==> src/rtl/render_pkg.sv <==
// Shared constants for the render compositor: colour defaults and the blanking value.
package render_pkg;
   localparam int          COLOR_W_DEF        = 12;
   localparam logic [11:0] DEFAULT_BG         = 12'h49C;
   localparam logic [11:0] DEFAULT_LINE_COLOR = 12'hF00;
   localparam logic [11:0] BLANK_COLOR        = 12'h000;
endpackage

==> src/rtl/msb_priority_index.sv <==
// Highest-set-bit encoder: idx of the top asserted bit, none when the vector is zero.
module msb_priority_index #(
   parameter int N  = 10,
   parameter int IW = $clog2(N + 1)
) (
   input  logic [N-1:0]  vec,
   output logic [IW-1:0] idx,
   output logic          none
);
   always_comb begin
      idx  = '0;
      none = 1'b1;
      // later iterations overwrite earlier ones, so the highest set bit wins
      for (int i = 0; i < N; i++) begin
         if (vec[i]) begin
            idx  = IW'(i);
            none = 1'b0;
         end
      end
   end
endmodule

==> src/rtl/render_compositor.sv <==
// Two-stage pixel compositor: priority-encode hit channels, then look up a
// resettable flop palette with frame-rate blinking toward the background colour.
module render_compositor
   import render_pkg::*;
#(
   parameter int N_CH      = 10,
   parameter int COLOR_W   = COLOR_W_DEF,
   parameter int BLINK_DIV = 30,
   parameter int IDX_W     = $clog2(N_CH + 1)
) (
   input  logic               clk,
   input  logic               rst,
   input  logic               hit_valid,
   input  logic [N_CH-1:0]    hit,
   input  logic               frame_start,
   input  logic               pal_we,
   input  logic [IDX_W-1:0]   pal_addr,
   input  logic [COLOR_W-1:0] pal_wdata,
   input  logic [N_CH-1:0]    blink_mask,
   output logic               out_valid,
   output logic [COLOR_W-1:0] vga_data
);
   localparam int CNT_W = (BLINK_DIV > 1) ? $clog2(BLINK_DIV) : 1;

   logic [IDX_W-1:0]   enc_idx;
   logic               enc_none;
   logic [IDX_W-1:0]   idx1_d, idx1_q;
   logic               v1_d, v1_q;
   logic               blink1_d, blink1_q;
   logic               out_valid_d, out_valid_q;
   logic [COLOR_W-1:0] vga_d, vga_q;
   logic [CNT_W-1:0]   cnt_d, cnt_q;
   logic               phase_d, phase_q;
   logic [COLOR_W-1:0] pal_d [0:N_CH];
   logic [COLOR_W-1:0] pal_q [0:N_CH];
   logic               sel_mask;

   msb_priority_index #(.N(N_CH), .IW(IDX_W)) u_enc (
      .vec  (hit),
      .idx  (enc_idx),
      .none (enc_none)
   );

   always_comb begin
      sel_mask = 1'b0;
      for (int i = 0; i < N_CH; i++)
         if (enc_idx == IDX_W'(i)) sel_mask = blink_mask[i];
      idx1_d   = enc_none ? IDX_W'(N_CH) : enc_idx;
      v1_d     = hit_valid;
      // phase is captured with the pixel, so a coincident frame_start toggle lands on later pixels
      blink1_d = !enc_none && sel_mask && phase_q;
   end

   always_comb begin
      cnt_d   = cnt_q;
      phase_d = phase_q;
      if (frame_start) begin
         if (cnt_q == CNT_W'(BLINK_DIV - 1)) begin
            cnt_d   = '0;
            phase_d = ~phase_q;
         end else begin
            cnt_d = cnt_q + CNT_W'(1);
         end
      end
   end

   always_comb begin
      for (int i = 0; i <= N_CH; i++)
         pal_d[i] = (pal_we && pal_addr == IDX_W'(i)) ? pal_wdata : pal_q[i];
   end

   always_comb begin
      out_valid_d = v1_q;
      vga_d       = COLOR_W'(BLANK_COLOR);
      if (v1_q) vga_d = blink1_q ? pal_q[N_CH] : pal_q[idx1_q];
   end

   always_ff @(posedge clk or posedge rst) begin
      if (rst) begin
         idx1_q      <= IDX_W'(N_CH);
         v1_q        <= 1'b0;
         blink1_q    <= 1'b0;
         out_valid_q <= 1'b0;
         vga_q       <= COLOR_W'(BLANK_COLOR);
         cnt_q       <= '0;
         phase_q     <= 1'b0;
         for (int i = 0; i < N_CH; i++) pal_q[i] <= COLOR_W'(DEFAULT_LINE_COLOR);
         pal_q[N_CH] <= COLOR_W'(DEFAULT_BG);
      end else begin
         idx1_q      <= idx1_d;
         v1_q        <= v1_d;
         blink1_q    <= blink1_d;
         out_valid_q <= out_valid_d;
         vga_q       <= vga_d;
         cnt_q       <= cnt_d;
         phase_q     <= phase_d;
         for (int i = 0; i <= N_CH; i++) pal_q[i] <= pal_d[i];
      end
   end

   assign out_valid = out_valid_q;
   assign vga_data  = vga_q;
endmodule

==> config.mk <==
export PLATFORM = sky130hd
export DESIGN_NAME = render_compositor
export DESIGN_NICKNAME = d
export VERILOG_FILES = /design/src/rtl/render_pkg.sv /design/src/rtl/msb_priority_index.sv /design/src/rtl/render_compositor.sv
export SDC_FILE = /design/constraint.sdc
export NUM_CORES = 1
export LEC_CHECK = 0
export CAP_MARGIN = 15
export CORE_ASPECT_RATIO = 2
export CORE_UTILIZATION = 45
export CTS_BUF_LIST = sky130_fd_sc_hd__clkbuf_4
export DETAILED_ROUTE_END_ITERATION = 10
export GPL_TIMING_DRIVEN = 0
export HOLD_SLACK_MARGIN = 0.02
export SYNTH_ARGS = -nofsm -noshare
export SYNTH_HDL_FRONTEND = slang
export SYNTH_SLANG_ARGS = --single-unit
==> constraint.sdc <==
create_clock -name clk -period 13.6 [get_ports clk]
set_input_delay 2.72 -clock clk [delete_from_list [all_inputs] [get_ports clk]]
set_output_delay 2.72 -clock clk [all_outputs]
set_load 0.01 [all_outputs]
==> metrics.cfg, run 1 <==
[global_route]
grt_first_pass_wirelength_um=26950
grt_pass1_vias=4935
gr-total-overflow=0
grt_max_degree=87
grt.total_usage=0.2183
antenna_found_initial=1

[critical_path]
max_stage_delay_ps=570
crit_family=simple AND/OR/NAND/NOR gates
critical_path_required_ps=14030
critPathSlowestCell=nor3b_1
reg2reg_depth=6
reg2reg_to=vga_data[8]
crit_fanout=10
regToRegStartpoint=idx1_q[1]
crit_path_end_kind=flip-flop
arrival_ps=4720
critical_path_class=in -> reg
r2r_setup_slack_ps=11480
cp-start-kind=input pin
path_buf_inv=2
crit_chain=clkdlybuf4s50_1, nor3b_1, and3_1, buf_4, mux2_2

[power]
pwr-share-comb=0.220
p_sw_frac=0.2788
p_leak_nw=3.594
p_int_w=0.0008586
ir_worst_vdd_v=0.00007893
power_density_nw_per_um2=140.2
p_seq_frac=0.546
p_clk_frac=0.233
switchingPower_w=0.0003320

[floorplanning]
die_h_um=183.4
core-area_um2=16190
die_w_um=92.69
start_util=0.4573
fp.dieArea_um2=17000
io_pins=54
rows=66

[clocking]
cts_tree=built
cts-root-buf=clkbuf_4
clkTransAtPathRegs_ps=120
insertion_delay_ps=550
ctsResizeCount=0
post_cts_buffers=0
clockBufferDepth=2
hold_buffers=0
cts.sink_count=157
cts_buffers=17
htreeDepth=4

[routing]
final_antenna_net_count=0
wl_um=17070
drc=0
first_pass_iters=4
vias=4503
drtIter0Drc=180
via_per_inst=5.615
wl_per_cell_um=21.29

[worst_hold_path]
hp-class=reg -> reg
min_delay_path_depth=1
hold_start=pal_q[74]
min_to=pal_q[74]

[run_status]
outcome=complete, no violations

[cells_and_area]
nNetsFinal=627
drive_gt1_frac=0.4271
utilization=0.5247
syn_to_final_growth_pct=14.74
fillers=1446

[synth]
synth_seq_area_share=0.5387
synth_common_cells=132 x mux2_2, 110 x dfrtp_1, 47 x dfstp_2
avgSynthCellArea_um2=14.46
synth_most_common_cell=mux2_2
synth_top_cell_by_area=dfrtp_1
synth_top_area_share=0.3719
syn_area_um2=7402
dominantRegCellSynth=dfrtp_1
synth_area_leaders=dfrtp_1 37%, mux2_2 20%, dfstp_2 17%
synthDistinctLibCells=47
synth_nets=555
synth_seq_cells=157
async_flop_share=1.000
synth-edff-count=0
synthCells=512
yosysWarnings=0

[job]
maxCapViolations=0

[timing]
final.setup.tns_ps=0
fin_skew_ps=15.13
fmaxAchievable_mhz=233.2
finalSetupViolations=0
hold_viol=0
worst_slew_pin_slew_ps=668.7
timing.final.crit_share=0.3153
rsz0062_at_grt=no
layout_min_cycle_time_ps=4288
slew_headroom=0.5542
drv_slew=0

[placed_design]
portBuffers=52
hpwl_um=12430
place_congestion=0.7909

kinds of logic after synthesis:
kind of cell    count (synthesis)  share of synthesized area
flops                         157                     0.5387
buf+inv                        46                    0.03127
mux                           184                     0.3185
fa+ha+maj                       2                   0.003380
xor+xnor                        1                   0.001183
compound gates                 68                    0.06508
simple gates                   54                    0.04192
metrics by stage:
| step | total power [W] | std cells | cell area [um2] | hold slack, ps | worst slack [ps] |
|---|---|---|---|---|---|
| detailed placement | 0.0009253 | 769 | 8210 | 487.8 | 8705 |
| global placement | 0.0009072 | 768 | 8178 | 468.4 | 4863 |
| CTS | 0.001206 | 801 | 8491 | 516.9 | 9306 |
| floorplan | 0.0008278 | 512 | 7402 | 386.5 | 6723 |
| finish | 0.001191 | 802 | 8493 | 510.1 | 9312 |
| global route | 0.001256 | 802 | 8493 | 521.6 | 9280 |
state kept, by name, summed over array words and instances, names as in the netlist:
signal	flops
blink1_q	1
out_valid_d	1
pal_q	132
out_valid	1
vga_data	12
cnt_q	5
idx1_q	4
phase_q	1
worst max-delay path by stage:
stage / start / to / slack, ps / cells after the start
CTS: pal_we / pal_q[85] / 9310 / 5
detailed placement: pal_we / pal_q[85] / 8710 / 5
floorplan: rst / blink1_q / 6720 / 1
global placement: rst / pal_q[91] / 4860 / 2
finish: pal_we / pal_q[85] / 9310 / 5
global route: pal_we / pal_q[85] / 9280 / 5
placed cells by master, fill, tap and decap left out, types with 3 or more instances in the layout:
| cell | instances |
|---|---|
| o21ai_0 | 19 |
| mux2i_1 | 27 |
| buf_6 | 4 |
| nand3b_1 | 4 |
| nand2b_1 | 5 |
| o2bb2ai_1 | 11 |
| o211a_1 | 11 |
| a21oi_1 | 16 |
| inv_1 | 4 |
| nand2_1 | 8 |
| dfstp_2 | 47 |
| clkdlybuf4s50_1 | 52 |
| inv_6 | 3 |
| nor2b_1 | 5 |
| dfrtp_1 | 110 |
| buf_2 | 17 |
| clkinvlp_4 | 6 |
| mux2_2 | 132 |
| clkbuf_4 | 18 |
| clkbuf_1 | 18 |
| mux4_1 | 13 |
| nor2_1 | 14 |
| mux4_2 | 11 |
power groups by stage:
stage                     sequential (W)  clock (W)  combinational, W
after floorplan                 0.000642          0          0.000186
after global placement          0.000652          0          0.000255
after detailed placement        0.000660          0          0.000265
after CTS                       0.000651   0.000289          0.000266
after global routing            0.000664   0.000309          0.000283
final                           0.000651   0.000278          0.000262
per-layer routing:
layer	track usage	routed length [um]	up-vias
li1	-	-	2052
met1	0.2314	6449	2337
met2	0.4139	9765	86
met3	0.03566	303	28
met4	0.09785	556	0
met5	0	0	-
final cells by class:
class | instances | area (um2) | area share
Antenna cell | 1 | 2.502 | 0.0002946
Buffer | 41 | 212.7 | 0.02504
Timing Repair Buffer | 53 | 548.0 | 0.06453
Clock buffer | 18 | 135.1 | 0.01591
Tap cell | 204 | 255.2 | 0.03005
Clock inverter | 14 | 145.1 | 0.01709
Inverter | 5 | 23.77 | 0.002799
Sequential cell | 157 | 3988 | 0.4695
Multi-Input combinational cell | 309 | 3183 | 0.3748
Note: power is estimated with default switching activity, not from simulation.
==> inputs of run 2 (changes only) <==
PLACE_DENSITY = 0.66   (was unset)
clock period = 3.8 ns   (was 13.6 ns; I/O delays follow)
==> run 2 against run 1 <==
Sequential share of layout area down 0.57 points. Core utilization is 0.65 points higher. Largest power group unchanged. Power grew to 3.8 times the previous value. Final cell count increased by 0.25%. Via count is 0.91% higher. Sequential cell count unchanged. Design area is 1.2% higher. Critical path depth is 2 higher. Hold slack got worse by 130 ps. Register-to-register slack lost 9900 ps.
==> metrics.cfg, run 2 (same netlist as run 1, synthesis figures left out) <==
[routing]
final_antenna_net_count=0
wl_per_cell_um=21.07
vias=4544
drtIter0Drc=259
drc=0
wl_um=16940
first_pass_iters=4
via_per_inst=5.652

[timing]
finalSetupViolations=0
final.setup.tns_ps=0
fin_skew_ps=24.34
layout_min_cycle_time_ps=2243
worst_slew_pin_slew_ps=693.3
rsz0062_at_grt=no
hold_viol=0
timing.final.crit_share=0.5903
drv_slew=0
holdWs_ps=380.6
finalWorstSetupSlack_ps=1557
slew_headroom=0.5368
fmaxAchievable_mhz=445.8

[critical_path]
crit_chain=buf_4, buf_2, mux2i_1, o2bb2ai_1, mux2i_1, o21ai_0, o211a_1
critPathSlowestCell=dfstp_2
arrival_ps=2700
crit_family=multiplexers
critical_path_required_ps=4260
path_buf_inv=2
crit_fanout=10
crit_path_end_kind=flip-flop
cpMostUsedCell=mux2i_1
max_stage_delay_ps=540
cp-start-kind=flip-flop
critical_path_class=reg -> reg

[clocking]
hold_buffers=0
insertion_delay_ps=560
ctsResizeCount=0
cts_tree=built
cts.sink_count=157
clkTransAtPathRegs_ps=140
cts_buffers=17
htreeDepth=4
cts-root-buf=clkbuf_4
post_cts_buffers=0
clockBufferDepth=2

[floorplanning]
die_h_um=183.4
rows=66
die_w_um=92.69
fp.dieArea_um2=17000
core-area_um2=16190
io_pins=54
start_util=0.4573

[job]
maxCapViolations=0

[global_route]
grt_pass1_vias=5017
gr-total-overflow=0
grt.total_usage=0.2169
antenna_found_initial=1
grt_first_pass_wirelength_um=26930
grt_max_degree=45

[placed_design]
hpwl_um=12510
place_congestion=0.7949
portBuffers=52
place_ws_ps=1059
dpl_cell_area_um2=8242

[power]
p_leak_nw=3.643
p_seq_frac=0.518
finalPower_w=0.004485
ir_worst_vdd_v=0.0002915
p_clk_frac=0.268
pwr-share-comb=0.213
p_sw_frac=0.2692
switchingPower_w=0.001207
p_int_w=0.003278
power_density_nw_per_um2=521.6

[cells_and_area]
nNetsFinal=629
fillers=1437
drive_gt1_frac=0.4290
largest_register_ffs=132
stdcell_area_um2=8598
layout.cells.most_common=mux2_2
register_area_um2=3988
largest_register=pal_q
syn_to_final_growth_pct=16.16
final_cell_mix=132 x mux2_2, 110 x dfrtp_1, 52 x clkdlybuf4s50_1
multi_input_area_um2=3183

[worst_hold_path]
hp-class=in -> reg

[run_status]
outcome=complete, no violations

run 2: cell types whose count changed in the layout (fill, tap and decap cells not counted):
cell        previous run  this run
buf_12                 0         3
bufinv_16              2         5
clkinv_2               2         0
clkinv_4               1         3
inv_6                  3         1
buf_16                 1         0
clkinvlp_4             6         5
run 2: layout make-up:
cell class | instances | area share
Antenna cell | 1 | 0.0002910
Clock buffer | 18 | 0.01572
Tap cell | 204 | 0.02969
Multi-Input combinational cell | 309 | 0.3702
Timing Repair Buffer | 55 | 0.06752
Clock inverter | 14 | 0.02547
Buffer | 41 | 0.02474
Sequential cell | 157 | 0.4638
Inverter | 5 | 0.002619
run 2: worst paths after layout:
kind / startpoint / end / slack (ps) / cells after the start
setup / recovery: idx1_q[1] / vga_data[9] / 1560 / 7
hold / removal: hit[9] / idx1_q[1] / 380 / 2
setup reg to reg: idx1_q[1] / vga_data[9] / 1560 / 7
hold reg to reg: pal_q[76] / pal_q[76] / 510 / 1
max in group asynchronous: rst / pal_q[92] / 1860 / 5
min in group asynchronous: rst / pal_q[43] / 650 / 2
run 2: power groups by stage:
stage	Clock (W)	Sequential [W]	Combinational, W
2_1_floorplan	0	0.00230	0.000667
3_3_place_gp	0	0.00232	0.000926
3_5_place_dp	0	0.00236	0.000968
4_1_cts	0.00123	0.00232	0.000971
5_1_grt	0.00130	0.00237	0.00103
6_report	0.00120	0.00232	0.000957
run 2: metal layers:
| metal | part of all wire | up-vias | global-route usage |
|---|---|---|---|
| met4 | 0.053 | 0 | 0.1360 |
| met2 | 0.56 | 103 | 0.3973 |
| li1 | - | 2054 | - |
| met3 | 0.025 | 40 | 0.03400 |
| met5 | 0 | - | 0 |
| met1 | 0.36 | 2347 | 0.2263 |
run 2: stage by stage:
step	cells	utilization
2_1_floorplan	512	-
3_3_place_gp	768	0.5055
3_5_place_dp	771	0.5092
4_1_cts	803	0.5311
5_1_grt	804	0.5312
6_report	804	0.5312
==> inputs of run 3 (changes only) <==
clock period = 2 ns   (was 3.8 ns; I/O delays follow)
==> run 3 against run 2 <==
Via count up 0.95%. Critical endpoint unchanged. Final cell count grew 0.12%. Non-clock buffer count rose by 1. Highest routed layer unchanged.
==> metrics.cfg, run 3 (same netlist as run 1, synthesis figures left out) <==
[routing]
drtIter0Drc=257
wl_um=17020
final_antenna_net_count=0
drc=0
vias=4587
first_pass_iters=4
wl_per_cell_um=21.14
via_per_inst=5.698

[timing]
slew_headroom=0.5429
hold_viol=0
drv_slew=0
fmaxAchievable_mhz=511.0
holdWs_ps=262.8
finalWorstSetupSlack_ps=43.00
timing.final.crit_share=0.9785
worst_slew_pin_slew_ps=684.2
layout_min_cycle_time_ps=1957
rsz0062_at_grt=yes
finalSetupViolations=0
fin_skew_ps=24.25

[floorplanning]
die_h_um=183.4
fp.dieArea_um2=17000
core-area_um2=16190
io_pins=54
rows=66
die_w_um=92.69
start_util=0.4573

[clocking]
htreeDepth=4
cts.sink_count=157
insertion_delay_ps=560
cts_buffers=17
cts-root-buf=clkbuf_4
clkTransAtPathRegs_ps=140
clockBufferDepth=2
cts_tree=built
post_cts_buffers=0

[critical_path]
critical_path_class=reg -> reg
cp-start-kind=flip-flop
max_stage_delay_ps=550
crit_chain=buf_6, buf_8, mux2i_2, o2bb2ai_1, mux2i_1, o21ai_0, o211a_1
crit_fanout=10
crit_path_end_kind=flip-flop
regToRegStartpoint=idx1_q[1]
path_buf_inv=2
critPathSlowestCell=dfstp_2
reg2reg_depth=7
crit_family=flip-flops
arrival_ps=2420
crit_path_start=idx1_q[1]
crit_cells=7
critical_path_required_ps=2460

[cells_and_area]
utilization=0.5342
nNetsFinal=630
fillers=1430
final_cells=805
syn_to_final_growth_pct=16.80
largest_register=pal_q
final_cell_mix=132 x mux2_2, 110 x dfrtp_1, 52 x clkdlybuf4s50_1
layout.cells.most_common=mux2_2
drive_gt1_frac=0.4333
largest_register_ffs=132

[worst_hold_path]
hold_start=hit_valid
min_delay_path_depth=1
hp-class=in -> reg

[global_route]
grt.total_usage=0.2177
grt_max_degree=45
grt_pass1_vias=5035
grt_first_pass_wirelength_um=27040
antenna_found_initial=1
gr-total-overflow=0

[power]
finalPower_w=0.008542
p_leak_nw=3.655
ir_worst_vdd_v=0.0005534
power_density_nw_per_um2=988.0

[placed_design]
place_ws_ps=-380.9
place_congestion=0.7949
dp.cells=771
hpwl_um=12510
portBuffers=52

[job]
maxCapViolations=0

[run_status]
outcome=complete, no violations

run 3: path summary, 6_finish.rpt:
path	end	slack [ps]
max	vga_data[9]	40
min	out_valid_d	260
max reg2reg	vga_data[9]	40
min reg2reg	pal_q[76]	510
max in group asynchronous	pal_q[104]	420
min in group asynchronous	pal_q[43]	280
run 3: routing by layer:
layer | routed length, um | global-route usage
met2 | 9549 | 0.3982
met1 | 6076 | 0.2282
met5 | 0 | 0
met4 | 873 | 0.1335
met3 | 520 | 0.03524
run 3: metrics by stage:
stage	cell area, um2	TNS, ps
after floorplan	7406	-38340
after global placement	8182	-238070
after detailed placement	8242	-37140
after CTS	8640	0
after global routing	8646	-24.62
final	8646	0
run 3: report_power, final:
part,switching (W),internal [W],total (W),leakage (nW)
clock network,0.00115,0.00113,0.00228,0.173
registers,0.000390,0.00404,0.00443,1.86
logic,0.000762,0.00107,0.00183,1.63
run 3: layout make-up:
| cell class | count | area (um2) | share of cell area |
|---|---|---|---|
| flip-flops and latches | 157 | 3988 | 0.4612 |
| multi-input cells | 309 | 3194 | 0.3695 |
| repair buffers | 56 | 590.6 | 0.06831 |
| well taps | 204 | 255.2 | 0.02952 |
| plain buffers | 41 | 239.0 | 0.02764 |
| clock inverters | 14 | 219.0 | 0.02533 |
| clock buffers | 18 | 135.1 | 0.01563 |
| inverters | 5 | 22.52 | 0.002605 |
| diodes | 1 | 2.502 | 0.0002894 |
run 3: timing repair:
| item | in CTS | in global routing |
|---|---|---|
| hold buffers | 1 | 0 |
| resized for setup | 10 | 1 |
| cloned | 0 | 0 |
| endpoints found under the hold margin | 2 | 0 |
| setup endpoints to repair | 7 | 6 |
